<file path="src/rtl/core_pkg.sv">
// Shared phase, next-PC source and error encodings for the multi-cycle core.
// Decode and datapath compare against these constants rather than raw literals.
package core_pkg;

  typedef enum logic [2:0] {
    PH_FETCH  = 3'd0,
    PH_DECODE = 3'd1,
    PH_EXEC   = 3'd2,
    PH_MEM    = 3'd3,
    PH_WRITE  = 3'd4,
    PH_IDLE   = 3'd5,
    PH_HALT   = 3'd6
  } phase_t;

  typedef enum logic [1:0] {
    PC_SEQ = 2'd0,
    PC_REL = 2'd1,
    PC_ABS = 2'd2
  } pc_sel_t;

  typedef logic [1:0] err_t;
  localparam err_t ERR_NONE    = 2'd0;
  localparam err_t ERR_ILLEGAL = 2'd1;
  localparam err_t ERR_IMEM_TO = 2'd2;
  localparam err_t ERR_DMEM_TO = 2'd3;

  // Phases that belong to instruction execution (counted as core cycles).
  function automatic logic is_active(input phase_t p);
    return (p == PH_FETCH) || (p == PH_DECODE) || (p == PH_EXEC) ||
           (p == PH_MEM) || (p == PH_WRITE);
  endfunction

endpackage

</file>
<file path="src/rtl/phase_sequencer_wait_timer.sv">
// Cycle counter for memory-handshake waits; expired flags the LIMIT-th waiting cycle.
// LIMIT = 0 disables expiry entirely.
module wait_timer #(
  parameter int LIMIT = 255
) (
  input  logic clk,
  input  logic rstn,
  input  logic start,
  input  logic en,
  output logic expired
);

  localparam int TW = (LIMIT < 2) ? 1 : $clog2(LIMIT);
  localparam logic [TW-1:0] LAST = TW'((LIMIT > 0) ? LIMIT - 1 : 0);

  logic [TW-1:0] cnt;

  always_ff @(posedge clk or negedge rstn) begin
    if (!rstn) begin
      cnt <= '0;
    end else if (start) begin
      cnt <= '0;
    end else if (en && (cnt != LAST)) begin
      cnt <= cnt + 1'b1;
    end
  end

  assign expired = (LIMIT != 0) && en && (cnt == LAST);

endmodule

</file>
<file path="src/rtl/phase_sequencer.sv">
// Master control FSM of the multi-cycle core: phase sequencing, memory handshakes,
// next-PC selection, writeback gating, cycle/instret counters and halt/error handling.
module phase_sequencer
  import core_pkg::*;
#(
  parameter int CNT_W       = 32,
  parameter int MEM_TIMEOUT = 255
) (
  input  logic             clk,
  input  logic             rstn,
  input  logic             run,
  input  logic             halt_req,
  input  logic             imem_ready,
  input  logic             dmem_ready,
  input  logic             mem_read,
  input  logic             mem_write,
  input  logic             reg_write,
  input  logic             branch_c,
  input  logic             branch_uc,
  input  logic             branch_relative,
  input  logic             cond_true,
  input  logic             illegal,
  output logic [2:0]       state,
  output logic             imem_req,
  output logic             ir_we,
  output logic             dmem_req,
  output logic             rf_we,
  output logic             pc_we,
  output logic [1:0]       pc_sel,
  output logic             retire,
  output logic             halted,
  output logic [1:0]       err_code,
  output logic [CNT_W-1:0] cycle_cnt,
  output logic [CNT_W-1:0] instret_cnt
);

  phase_t state_q;
  phase_t state_nxt;
  err_t   err_q;
  err_t   err_val;
  logic   err_set;
  logic   halt_q;
  logic   tmr_start;
  logic   tmr_en;
  logic   tmr_expired;
  logic   in_write;

  always_ff @(posedge clk or negedge rstn) begin
    if (!rstn) begin
      state_q <= PH_IDLE;
    end else begin
      state_q <= state_nxt;
    end
  end

  always_comb begin
    state_nxt = PH_IDLE;
    err_set   = 1'b0;
    err_val   = ERR_NONE;
    case (state_q)
      PH_IDLE:   state_nxt = run ? PH_FETCH : PH_IDLE;
      PH_FETCH: begin
        // A ready in the expiry cycle still completes the fetch.
        if (imem_ready) begin
          state_nxt = PH_DECODE;
        end else if (tmr_expired) begin
          state_nxt = PH_HALT;
          err_set   = 1'b1;
          err_val   = ERR_IMEM_TO;
        end else begin
          state_nxt = PH_FETCH;
        end
      end
      PH_DECODE: state_nxt = PH_EXEC;
      PH_EXEC: begin
        if (illegal) begin
          state_nxt = PH_HALT;
          err_set   = 1'b1;
          err_val   = ERR_ILLEGAL;
        end else if (mem_read || mem_write) begin
          state_nxt = PH_MEM;
        end else begin
          state_nxt = PH_WRITE;
        end
      end
      PH_MEM: begin
        if (dmem_ready) begin
          state_nxt = PH_WRITE;
        end else if (tmr_expired) begin
          state_nxt = PH_HALT;
          err_set   = 1'b1;
          err_val   = ERR_DMEM_TO;
        end else begin
          state_nxt = PH_MEM;
        end
      end
      PH_WRITE: begin
        if (halt_q || halt_req) begin
          state_nxt = PH_HALT;
        end else if (!run) begin
          state_nxt = PH_IDLE;
        end else begin
          state_nxt = PH_FETCH;
        end
      end
      PH_HALT:   state_nxt = run ? PH_HALT : PH_IDLE;
      default:   state_nxt = PH_IDLE;
    endcase
  end

  assign tmr_start = ((state_nxt == PH_FETCH) && (state_q != PH_FETCH)) ||
                     ((state_nxt == PH_MEM) && (state_q != PH_MEM));
  assign tmr_en    = (state_q == PH_FETCH) || (state_q == PH_MEM);

  wait_timer #(
    .LIMIT(MEM_TIMEOUT)
  ) u_wait_timer (
    .clk    (clk),
    .rstn   (rstn),
    .start  (tmr_start),
    .en     (tmr_en),
    .expired(tmr_expired)
  );

  // Halt requests wait for the current instruction to retire.
  always_ff @(posedge clk or negedge rstn) begin
    if (!rstn) begin
      halt_q <= 1'b0;
    end else if ((state_nxt == PH_HALT) && (state_q != PH_HALT)) begin
      halt_q <= 1'b0;
    end else if (halt_req && is_active(state_q)) begin
      halt_q <= 1'b1;
    end
  end

  always_ff @(posedge clk or negedge rstn) begin
    if (!rstn) begin
      err_q <= ERR_NONE;
    end else if (err_set) begin
      err_q <= err_val;
    end else if ((state_q == PH_IDLE) && (state_nxt == PH_FETCH)) begin
      err_q <= ERR_NONE;
    end
  end

  always_ff @(posedge clk or negedge rstn) begin
    if (!rstn) begin
      cycle_cnt   <= '0;
      instret_cnt <= '0;
    end else begin
      if (is_active(state_q)) begin
        cycle_cnt <= cycle_cnt + 1'b1;
      end
      if (in_write) begin
        instret_cnt <= instret_cnt + 1'b1;
      end
    end
  end

  assign in_write = (state_q == PH_WRITE);
  assign state    = state_q;
  assign imem_req = (state_q == PH_FETCH);
  assign dmem_req = (state_q == PH_MEM);
  assign halted   = (state_q == PH_HALT);
  assign err_code = err_q;
  assign ir_we    = (state_q == PH_FETCH) && imem_ready;
  assign rf_we    = in_write && reg_write && (err_q == ERR_NONE);
  assign pc_we    = in_write;
  assign retire   = in_write;

  always_comb begin
    pc_sel = PC_SEQ;
    if (in_write) begin
      if (branch_uc && !branch_relative) begin
        pc_sel = PC_ABS;
      end else if (branch_uc || (branch_c && cond_true)) begin
        pc_sel = PC_REL;
      end
    end
  end

endmodule

</file>
<file path="config.mk">
export PLATFORM = sky130hd
export DESIGN_NAME = phase_sequencer
export DESIGN_NICKNAME = d
export VERILOG_FILES = /design/src/rtl/core_pkg.sv /design/src/rtl/phase_sequencer_wait_timer.sv /design/src/rtl/phase_sequencer.sv
export SDC_FILE = /design/constraint.sdc
export NUM_CORES = 1
export LEC_CHECK = 0
export BUFFER_PORTS_ARGS = -buffer_cell sky130_fd_sc_hd__buf_2
export CAP_MARGIN = 5
export CORE_ASPECT_RATIO = 1.75
export CORE_MARGIN = 2
export CORE_UTILIZATION = 55
export CTS_BUF_LIST = sky130_fd_sc_hd__clkbuf_4 sky130_fd_sc_hd__clkbuf_8
export DETAILED_ROUTE_END_ITERATION = 8
export PLACE_DENSITY = 0.89
export SETUP_SLACK_MARGIN = 0.5
export SLEW_MARGIN = 40
export SYNTH_ARGS = -nofsm -noshare
export SYNTH_HDL_FRONTEND = slang
export SYNTH_SLANG_ARGS = --single-unit
export TNS_END_PERCENT = 10
</file>
<file path="constraint.sdc">
create_clock -name clk -period 2.9 [get_ports clk]
set_clock_uncertainty 0.05 [all_clocks]
set_input_delay 0 -clock clk [delete_from_list [all_inputs] [get_ports clk]]
set_output_delay 0 -clock clk [all_outputs]
set_load 0.05 [all_outputs]
</file>
## Yosys cells after proc, flatten, opt, wreduce, memory -nomap -nowiden

Cells that the tools add are included.
W data, S select, Z words.

| operators by class | value |
|---|---|
| $add $sub $neg | 3 |
| $mul | 0 |
| div/mod/pow operators | 0 |
| magnitude comparators | 0 |
| eq/ne operators | 12 |
| shifts and indexed selects | 0 |
| mux-type cells | 30 |
| bitwise operators | 0 |
| reductions and logical operators | 29 |

Operator list:

| operator | number |
|---|---|
| $add A32 B1 Y32 const B | 2 |
| $mux W3 | 8 |
| $pmux W3 S7 | 1 |
| $mux W2 | 9 |
| $mux W8 | 2 |
| $eq A3 B3 Y1 const B | 4 |
| $logic_and A1 B1 Y1 | 12 |
| $eq A3 B2 Y1 const B | 3 |
| $logic_or A1 B1 Y1 | 9 |
| $add A8 B1 Y8 const B | 1 |
| $eq A8 B8 Y1 const B | 1 |
| $mux W1 | 8 |
| $ne A8 B8 Y1 const B | 1 |
| $logic_not A3 Y1 | 2 |
| $pmux W2 S3 | 1 |
| $reduce_bool A2 Y1 | 3 |
| $eq A3 B1 Y1 const B | 1 |
| $ne A3 B2 Y1 const B | 1 |
| $ne A3 B3 Y1 const B | 1 |
| $pmux W1 S3 | 1 |
| $reduce_bool A3 Y1 | 1 |
| $logic_not A2 Y1 | 1 |
| $logic_not A1 Y1 | 1 |

| word-level totals | value |
|---|---|
| register bits | 78 |
| latch bits | 0 |
| bits in writable memories | 0 |
| bits in read-only memories | 0 |
| input port bits | 14 |
| logic and storage cells | 80 |
| memories kept | 0 |

## Depth between registers and ports, before layout

Gate-level depths: netlist of the first run.

| logic depth | value |
|---|---|
| word-level depth | 10 |
| gate-level depth with buffers | 8 |
| gate-level depth less buffers | 7 |

## Hierarchy

From an unflattened synthesis of the first run, not the netlist that was laid out.

| unflattened totals | value |
|---|---|
| cells, all modules | 362 |
| area total of the unflattened synthesis | 3872.5 µm² |

Modules (own cells, without submodules):

| module | instances | cells each | area an instance (µm²) |
|---|---|---|---|
| phase_sequencer | 1 | 315 | 3373.2 |
| wait_timer | 1 | 47 | 499.2 |

## Worst setup path before layout of the first run

OpenSTA, ideal clock, no wires.

| timing path | value |
|---|---|
| kind | flip-flop to flip-flop |
| start point | reg state_q[1] (netlist: state[1]) |
| end point | reg u_wait_timer.cnt[1] |
| setup time | 96 ps |
| arrival | 3077 ps |
| required time | 2754 ps |
| setup slack | -323 ps |
| stages on the path, launching flop included | 7 |
| path buffers | 1 |
| clock period less this slack | 3223 ps |
| cell sequence | dfrtp_1 buf_2 nor3_1 nand4b_1 o311ai_1 o31ai_2 a211oi_1 |

| on the way | value |
|---|---|
| word-level cells in the longest chain between the ends | 10 |
| elaborated cells on any way between the ends | 24 |

RTL lines:

| what | RTL line | text |
|---|---|---|
| start: declaration | phase_sequencer.sv:37 | `phase_t state_q;` |
| start signal: assignment | phase_sequencer.sv:52 | `state_q <= state_nxt;` |
| $logic_not A3 Y1 * | - |  |
| named net imem_req | phase_sequencer.sv:24 | `output logic imem_req,` |
| $logic_or A1 B1 Y1 | phase_sequencer.sv:113 | `assign tmr_en = (state_q == PH_FETCH) \|\| (state_q == PH_MEM);` |
| $logic_and A1 B1 Y1 | phase_sequencer_wait_timer.sv:28 | `assign expired = (LIMIT != 0) && en && (cnt == LAST);` |
| $mux W3 (on tied branches) | phase_sequencer.sv:89, phase_sequencer.sv:66 |  |
| $mux W3 (on tied branches) | phase_sequencer.sv:87, phase_sequencer.sv:64 |  |
| $pmux W3 S7 * | phase_sequencer.sv:60 | `case (state_q)` |
| named net state_nxt[2] | phase_sequencer.sv:38 | `phase_t state_nxt;` |
| $eq A3 B2 Y1 or $logic_not A3 Y1 (tied branches) | phase_sequencer.sv:112, phase_sequencer.sv:111 |  |
| $logic_and A1 B1 Y1 (on tied branches) | phase_sequencer.sv:112, phase_sequencer.sv:111 |  |
| $logic_or A1 B1 Y1 * | phase_sequencer.sv:111 | `assign tmr_start = ((state_nxt == PH_FETCH) && (state_q != PH_FETCH)) \|\|` |
| $mux W8 or $reduce_bool A2 Y1 (tied branches) | - |  |
| end signal: assignment | phase_sequencer_wait_timer.sv:24 | `cnt <= cnt + 1'b1;` |
| end: declaration | phase_sequencer_wait_timer.sv:16 | `logic [TW-1:0] cnt;` |

Mark *: on every way through the listed nets, which the timed path passes. The rest lies on a longest branch.
A chain may end at the register's enable or synchronous reset.

## Worst setup path in the final report of the first run

| timing path | value |
|---|---|
| start point | reg state_q[0] (netlist: state[0]) |
| end point | reg u_wait_timer.cnt[2] |

| on the way | value |
|---|---|
| word-level cells in the longest chain between the ends | 10 |
| elaborated cells on any way between the ends | 24 |

RTL lines:

| what | RTL line |
|---|---|
| $eq A3 B2 Y1 or $logic_not A3 Y1 (tied branches) | phase_sequencer.sv:60, phase_sequencer.sv:113 |
| $logic_or A1 B1 Y1 | phase_sequencer.sv:113 |
| $logic_and A1 B1 Y1 | phase_sequencer_wait_timer.sv:28 |
| $mux W3 (on tied branches) | phase_sequencer.sv:89, phase_sequencer.sv:66 |
| $mux W3 (on tied branches) | phase_sequencer.sv:87, phase_sequencer.sv:64 |
| $pmux W3 S7 * | phase_sequencer.sv:60 |
| named net state_nxt[2] | phase_sequencer.sv:38 |
| $eq A3 B2 Y1 or $logic_not A3 Y1 (tied branches) | phase_sequencer.sv:112, phase_sequencer.sv:111 |
| $logic_and A1 B1 Y1 (on tied branches) | phase_sequencer.sv:112, phase_sequencer.sv:111 |
| $logic_or A1 B1 Y1 * | phase_sequencer.sv:111 |
| $mux W8 or $reduce_bool A2 Y1 (tied branches) | - |

Marked as above.

==> results of run 1 <==
[placed cells by master, fill, tap and decap left out, types with 4 or more instances in the layout]
cell,n
nor3_1,5
a21oi_1,5
clkbuf_8,12
dfrtp_1,76
or2_2,4
nand2_1,35
xnor2_1,51
nand4_1,21
buf_4,5
and2_1,7
and4_1,8
nor2_1,23
ha_1,4
inv_1,9
and3_1,10
dlygate4sd3_1,5
nand3_1,22
buf_2,90
xor2_1,18
[flip-flops by register name, indices dropped and copies added (netlist names)]
name / flops
cycle_cnt: 32
err_code: 2
halt_q: 1
instret_cnt: 32
state: 3
u_wait_timer.cnt: 8
[layer usage]
layer / vias up / GRT usage, % / wire length (µm)
li1: 1425 / - / -
met1: 1503 / 26.4 / 3210
met2: 102 / 39.8 / 4370
met3: 31 / 6.61 / 423
met4: 0 / 12.1 / 290
met5: - / 0 / 0
[logic make-up (layout without fill, tap and decap cells)]
| kind of cell | after synthesis | in the layout | share of synthesized area, % |
|---|---|---|---|
| simple gates | 156 | 156 | 22.9 |
| fa+ha+maj | 4 | 4 | 1.32 |
| compound gates | 24 | 24 | 5.17 |
| flops | 78 | 78 | 51.7 |
| mux | 1 | 1 | 0.298 |
| xor+xnor | 69 | 69 | 16.0 |
| buf+inv | 21 | 126 | 2.55 |
[worst max-delay path, cell delays in order (launching register included)]
cell,delay (ns)
dfstp_2,0.67
nor2b_1,0.15
a222oi_1,0.40
o311ai_1,0.26
o31ai_2,0.55
nor2_1,0.12
[path summary, 6_finish.rpt]
path / to / from / slack (ns) / cells past startpoint
worst max-delay path: u_wait_timer.cnt[2] / state[0] / 0.56 / 5
worst min-delay path: state[2] / run / 0.11 / 4
worst max register to register: u_wait_timer.cnt[2] / state[0] / 0.56 / 5
worst min register to register: instret_cnt[31] / instret_cnt[31] / 0.42 / 1
max in group asynchronous: state[1] / rstn / 2.15 / 2
min in group asynchronous: cycle_cnt[31] / rstn / 0.17 / 2
[what timing repair did]
item | 4_1_cts | 5_1_grt
setup buffers | 3 | 0
gates resized for setup | 0 | 1
hold endpoints to repair | 82 | 0
pin swaps | 1 | 0
hold buffers | 5 | 0
endpoints found under the setup margin | 7 | 9
[stage by stage]
step / worst slack [ns] / total power, mW / area [µm²]
2_1_floorplan: 0.292 / 2.51 / 3790
3_3_place_gp: 0.448 / 2.77 / 4310
3_5_place_dp: 0.323 / 2.81 / 4310
4_1_cts: 0.602 / 3.78 / 4620
5_1_grt: 0.439 / 3.96 / 4620
6_report: 0.556 / 3.77 / 4620
[final cells by class]
| type | count | area (µm²) | share of cell area [%] |
|---|---|---|---|
| flip-flops and latches | 78 | 1960 | 42.4 |
| multi-input cells | 254 | 1740 | 37.6 |
| repair buffers | 101 | 549 | 11.9 |
| clock buffers | 13 | 173 | 3.73 |
| well taps | 84 | 105 | 2.27 |
| clock inverters | 3 | 65.1 | 1.41 |
| inverters | 9 | 33.8 | 0.731 |
[report_power, final]
part	switching [mW]	internal [mW]
logic	0.946	0.394
registers	0.226	1.24
clock network	0.396	0.564
==> results.cfg, run 1 <==
[status]
status = complete, no violations

[job]
cap_violations = 0

[die]
placeableCoreArea_um2 = 6760
die_area_um2 = 7580
initial_core_util_pct = 55.9
die_w_um = 66.7
io_pins = 92
rows = 40
fp.dieH_um = 114

[synth]
synth_top_area_share_pct = 50.3
async_flop_share_pct = 100
synth_cells = 353
synth-seq-cells = 78
yosysTopAreaCell = dfrtp_1
synth_nets = 371
seq_area_frac_synth_pct = 51.7
synth_edf_count = 0
synth_most_common_cell = dfrtp_1
synth_common_cells = dfrtp_1 (76), xnor2_1 (51), nand2_1 (35)
ys.flop_type = dfrtp_1
yosysUniqueCellTypes = 47
synth_area_um2 = 3780
syn_area_per_cell_um2 = 10.7
synth-warning-count = 0
synth_area_leaders = dfrtp_1 (50%), xnor2_1 (12%), xor2_1 (4.2%)

[sta]
rsz0062_at_grt = yes
slew_violations = 0
finalCriticalPeriod_ns = 2.34
fmax_mhz = 427
holdWs_ns = 0.115
slew_headroom_pct = 53.9
post-route-period-util_pct = 80.8
finalSetupTns_ns = 0
worst_pin_slew_ns = 0.692
finalHoldViolCount = 0
finalSetupViolCount = 0

[placement]
placedCellCount = 518
dp_hpwl_um = 5900
gp_congestion = 0.896
numPortBuffers = 91

[drt]
routedWlPerCell_um = 15.3
first_iter_violations = 292
vias = 3061
drc_errors = 0
antenna_left = 0
wl_um = 8290
dr.pass1.iters = 4
viasPerCell = 5.65

[min_path]
min_path_type = in -> reg

[worst_setup_path]
crit_arrival_ns = 2.52
path_max_fanout = 14
cp-end-kind = flop
critPathKind = reg -> reg
start_kind = flop
cp.required_ns = 3.08

[clock_network]
insertion_delay_ns = 0.36
clock_sinks = 78
root_buffer = clkbuf_8
cts_buffer_depth = 2
numCtsBuffers = 9
clk_pin_slew_ns = 0.08
cts_tree = done
htreeDepth = 3

[grt]
grt.overflow.total = 0
antenna_found_initial = 0
first_global_vias = 3006
grt_usage_pct = 23.5
grt_pass1_wl_um = 13600
grt_max_degree = 79

[cells_and_area]
finish.utilization_pct = 68.4
layout-drive-gt1-share_pct = 28.2
n_antenna_cell = 0
nets = 471
n_fill_cell = 520
layout.cells.non_filler = 542
syn2layout_area_growth_pct = 22.4

[power_and_ir_drop]
power.leakage_nw = 2.33
ir_drop_mv = 0.640
powerDensity_nw_per_um2 = 815
No activity file was read; power rests on OpenSTA's default activity.
==> inputs of run 2 (changes only) <==
==> constraint.sdc (replaced) <==
create_clock -name clk -period 2.29 [get_ports clk]
set_clock_uncertainty 0.05 [all_clocks]
set_input_delay 0 -clock clk [delete_from_list [all_inputs] [get_ports clk]]
set_output_delay 0 -clock clk [all_outputs]
set_load 0.05 [all_outputs]
==> results.cfg, run 2 (same netlist as run 1, synthesis figures left out) <==
[cells_and_area]
finish.utilization_pct = 71.0
n_antenna_cell = 0
layout_common_cells = buf_2 (88), dfrtp_1 (75), xnor2_1 (51), nand2_1 (35), nor2_1 (23)
layout-drive-gt1-share_pct = 32.7
syn2layout_area_growth_pct = 27.0
layout.cells.non_filler = 558
layout_commonest_cell = buf_2
top_regs = cycle_cnt: 32 flops, instret_cnt: 32 flops, u_wait_timer.cnt: 8 flops
nets = 487

[clock_network]
clock_sinks = 78
cts_buffer_depth = 2
root_buffer = clkbuf_8
numCtsBuffers = 9
htreeDepth = 3
cts_tree = done
insertion_delay_ns = 0.36
clk_pin_slew_ns = 0.08

[sta]
setup_slack_ns = 0.283
finalHoldViolCount = 0
slew_headroom_pct = 56.5
worst_pin_slew_ns = 0.653
slew_violations = 0
finalCriticalPeriod_ns = 2.01
post-route-period-util_pct = 87.6
finalSetupViolCount = 0
fmax_mhz = 498
rsz0062_at_grt = yes

[die]
placeableCoreArea_um2 = 6760
rows = 40
die_area_um2 = 7580
fp.dieH_um = 114
io_pins = 92
initial_core_util_pct = 55.9
die_w_um = 66.7

[placement]
gp_congestion = 0.854
numPortBuffers = 91
placedCellCount = 526
dpl_worst_slack_ns = 0.187
dp_hpwl_um = 6090

[power_and_ir_drop]
power.leakage_nw = 2.41
ir_drop_mv = 0.993
powerDensity_nw_per_um2 = 1040
p_total_mw = 5.01

[job]
cap_violations = 0

[worst_setup_path]
cp-end-kind = flop
r2r_slack_ns = 0.28
start_kind = flop
critPathKind = reg -> reg
slowest_delay_ns = 0.63
cp_top_family = compound AO/OA/AOI/OAI gates
critPathSlowestCell = dfstp_2
cp.required_ns = 2.48
crit_chain = nor2b_1 -> a222oi_1 -> o311ai_1 -> o31ai_2 -> buf_4 -> nor2_1
crit_buf_inv = 1
path_max_fanout = 9
crit_arrival_ns = 2.20

[grt]
grt.overflow.total = 0
grt_usage_pct = 24.5
grt_pass1_wl_um = 14300
antenna_found_initial = 0
first_global_vias = 3140
grt_max_degree = 73

[status]
status = complete, no violations

[drt]
wl_um = 8690
drc_errors = 0
routedWlPerCell_um = 15.6
antenna_left = 0
dr.pass1.iters = 4
first_iter_violations = 212
viasPerCell = 5.56
vias = 3102

[min_path]
min_path_type = in -> reg
[run 2: changes by cell type in the layout (fill, tap and decap cells not counted), moves of 2 or more]
cell / change
buf_2: -2
clkinv_4: +2
buf_6: +3
buf_4: +16
clkbuf_8: -2
and2_1: -2
[run 2: worst paths after layout]
kind | endpoint | cells past startpoint | from
setup / recovery | u_wait_timer.cnt[4] | 6 | state[0]
hold / removal | state[2] | 4 | dmem_ready
setup reg to reg | u_wait_timer.cnt[4] | 6 | state[0]
hold reg to reg | instret_cnt[31] | 1 | instret_cnt[31]
max in group asynchronous | instret_cnt[7] | 3 | rstn
min in group asynchronous | cycle_cnt[28] | 2 | rstn
[run 2: stage by stage]
step                      setup TNS [ns]  instance area [µm²]  hold WS [ns]
after global routing                   0                 4800         0.151
after CTS                              0                 4770         0.109
after detailed placement               0                 4380       0.00273
after global placement                 0                 4380         0.119
after floorplan                   -0.267                 3810        -0.346
final                                  0                 4800         0.137
[run 2: metal layers]
layer	part of all wire (%)	vias up	GRT usage, %
met5	0	-	0
met4	3.1	0	12.4
met3	4.6	24	4.73
met2	54	111	42.5
met1	38	1516	28.1
li1	-	1451	-
[run 2: cell type report]
type,count,area (µm²)
tap,84,105
timing repair buffer,117,683
clock buffer,10,138
fill,500,1960
sequential,78,1960
multi-input combinational,254,1790
inverter,9,33.8
clock inverter,6,93.8
[run 2: worst reg2reg max path: cells and delay by family, from the launching register on]
family                 cells  cell delay [ns]
AO/OA/AOI/OAI              3             0.82
buffers and inverters      1             0.20
AND/OR/NAND/NOR            2             0.19
flip-flops                 1             0.63
[run 2: what timing repair did]
item	in CTS	in global routing
resized for setup	13	2
setup endpoints to repair	57	66
gates cloned	0	0
hold buffers	4	0
setup buffers	9	3
hold endpoints to repair	75	0
pin swaps	2	0
[run 2: power by group]
| part | switching (mW) | leakage, nW | internal [mW] | total, mW |
|---|---|---|---|---|
| Sequential | 0.253 | 1.05 | 1.57 | 1.82 |
| Combinational | 1.33 | 1.24 | 0.695 | 2.02 |
| Clock | 0.520 | 0.113 | 0.650 | 1.17 |
| Total | 2.10 | 2.41 | 2.91 | 5.01 |
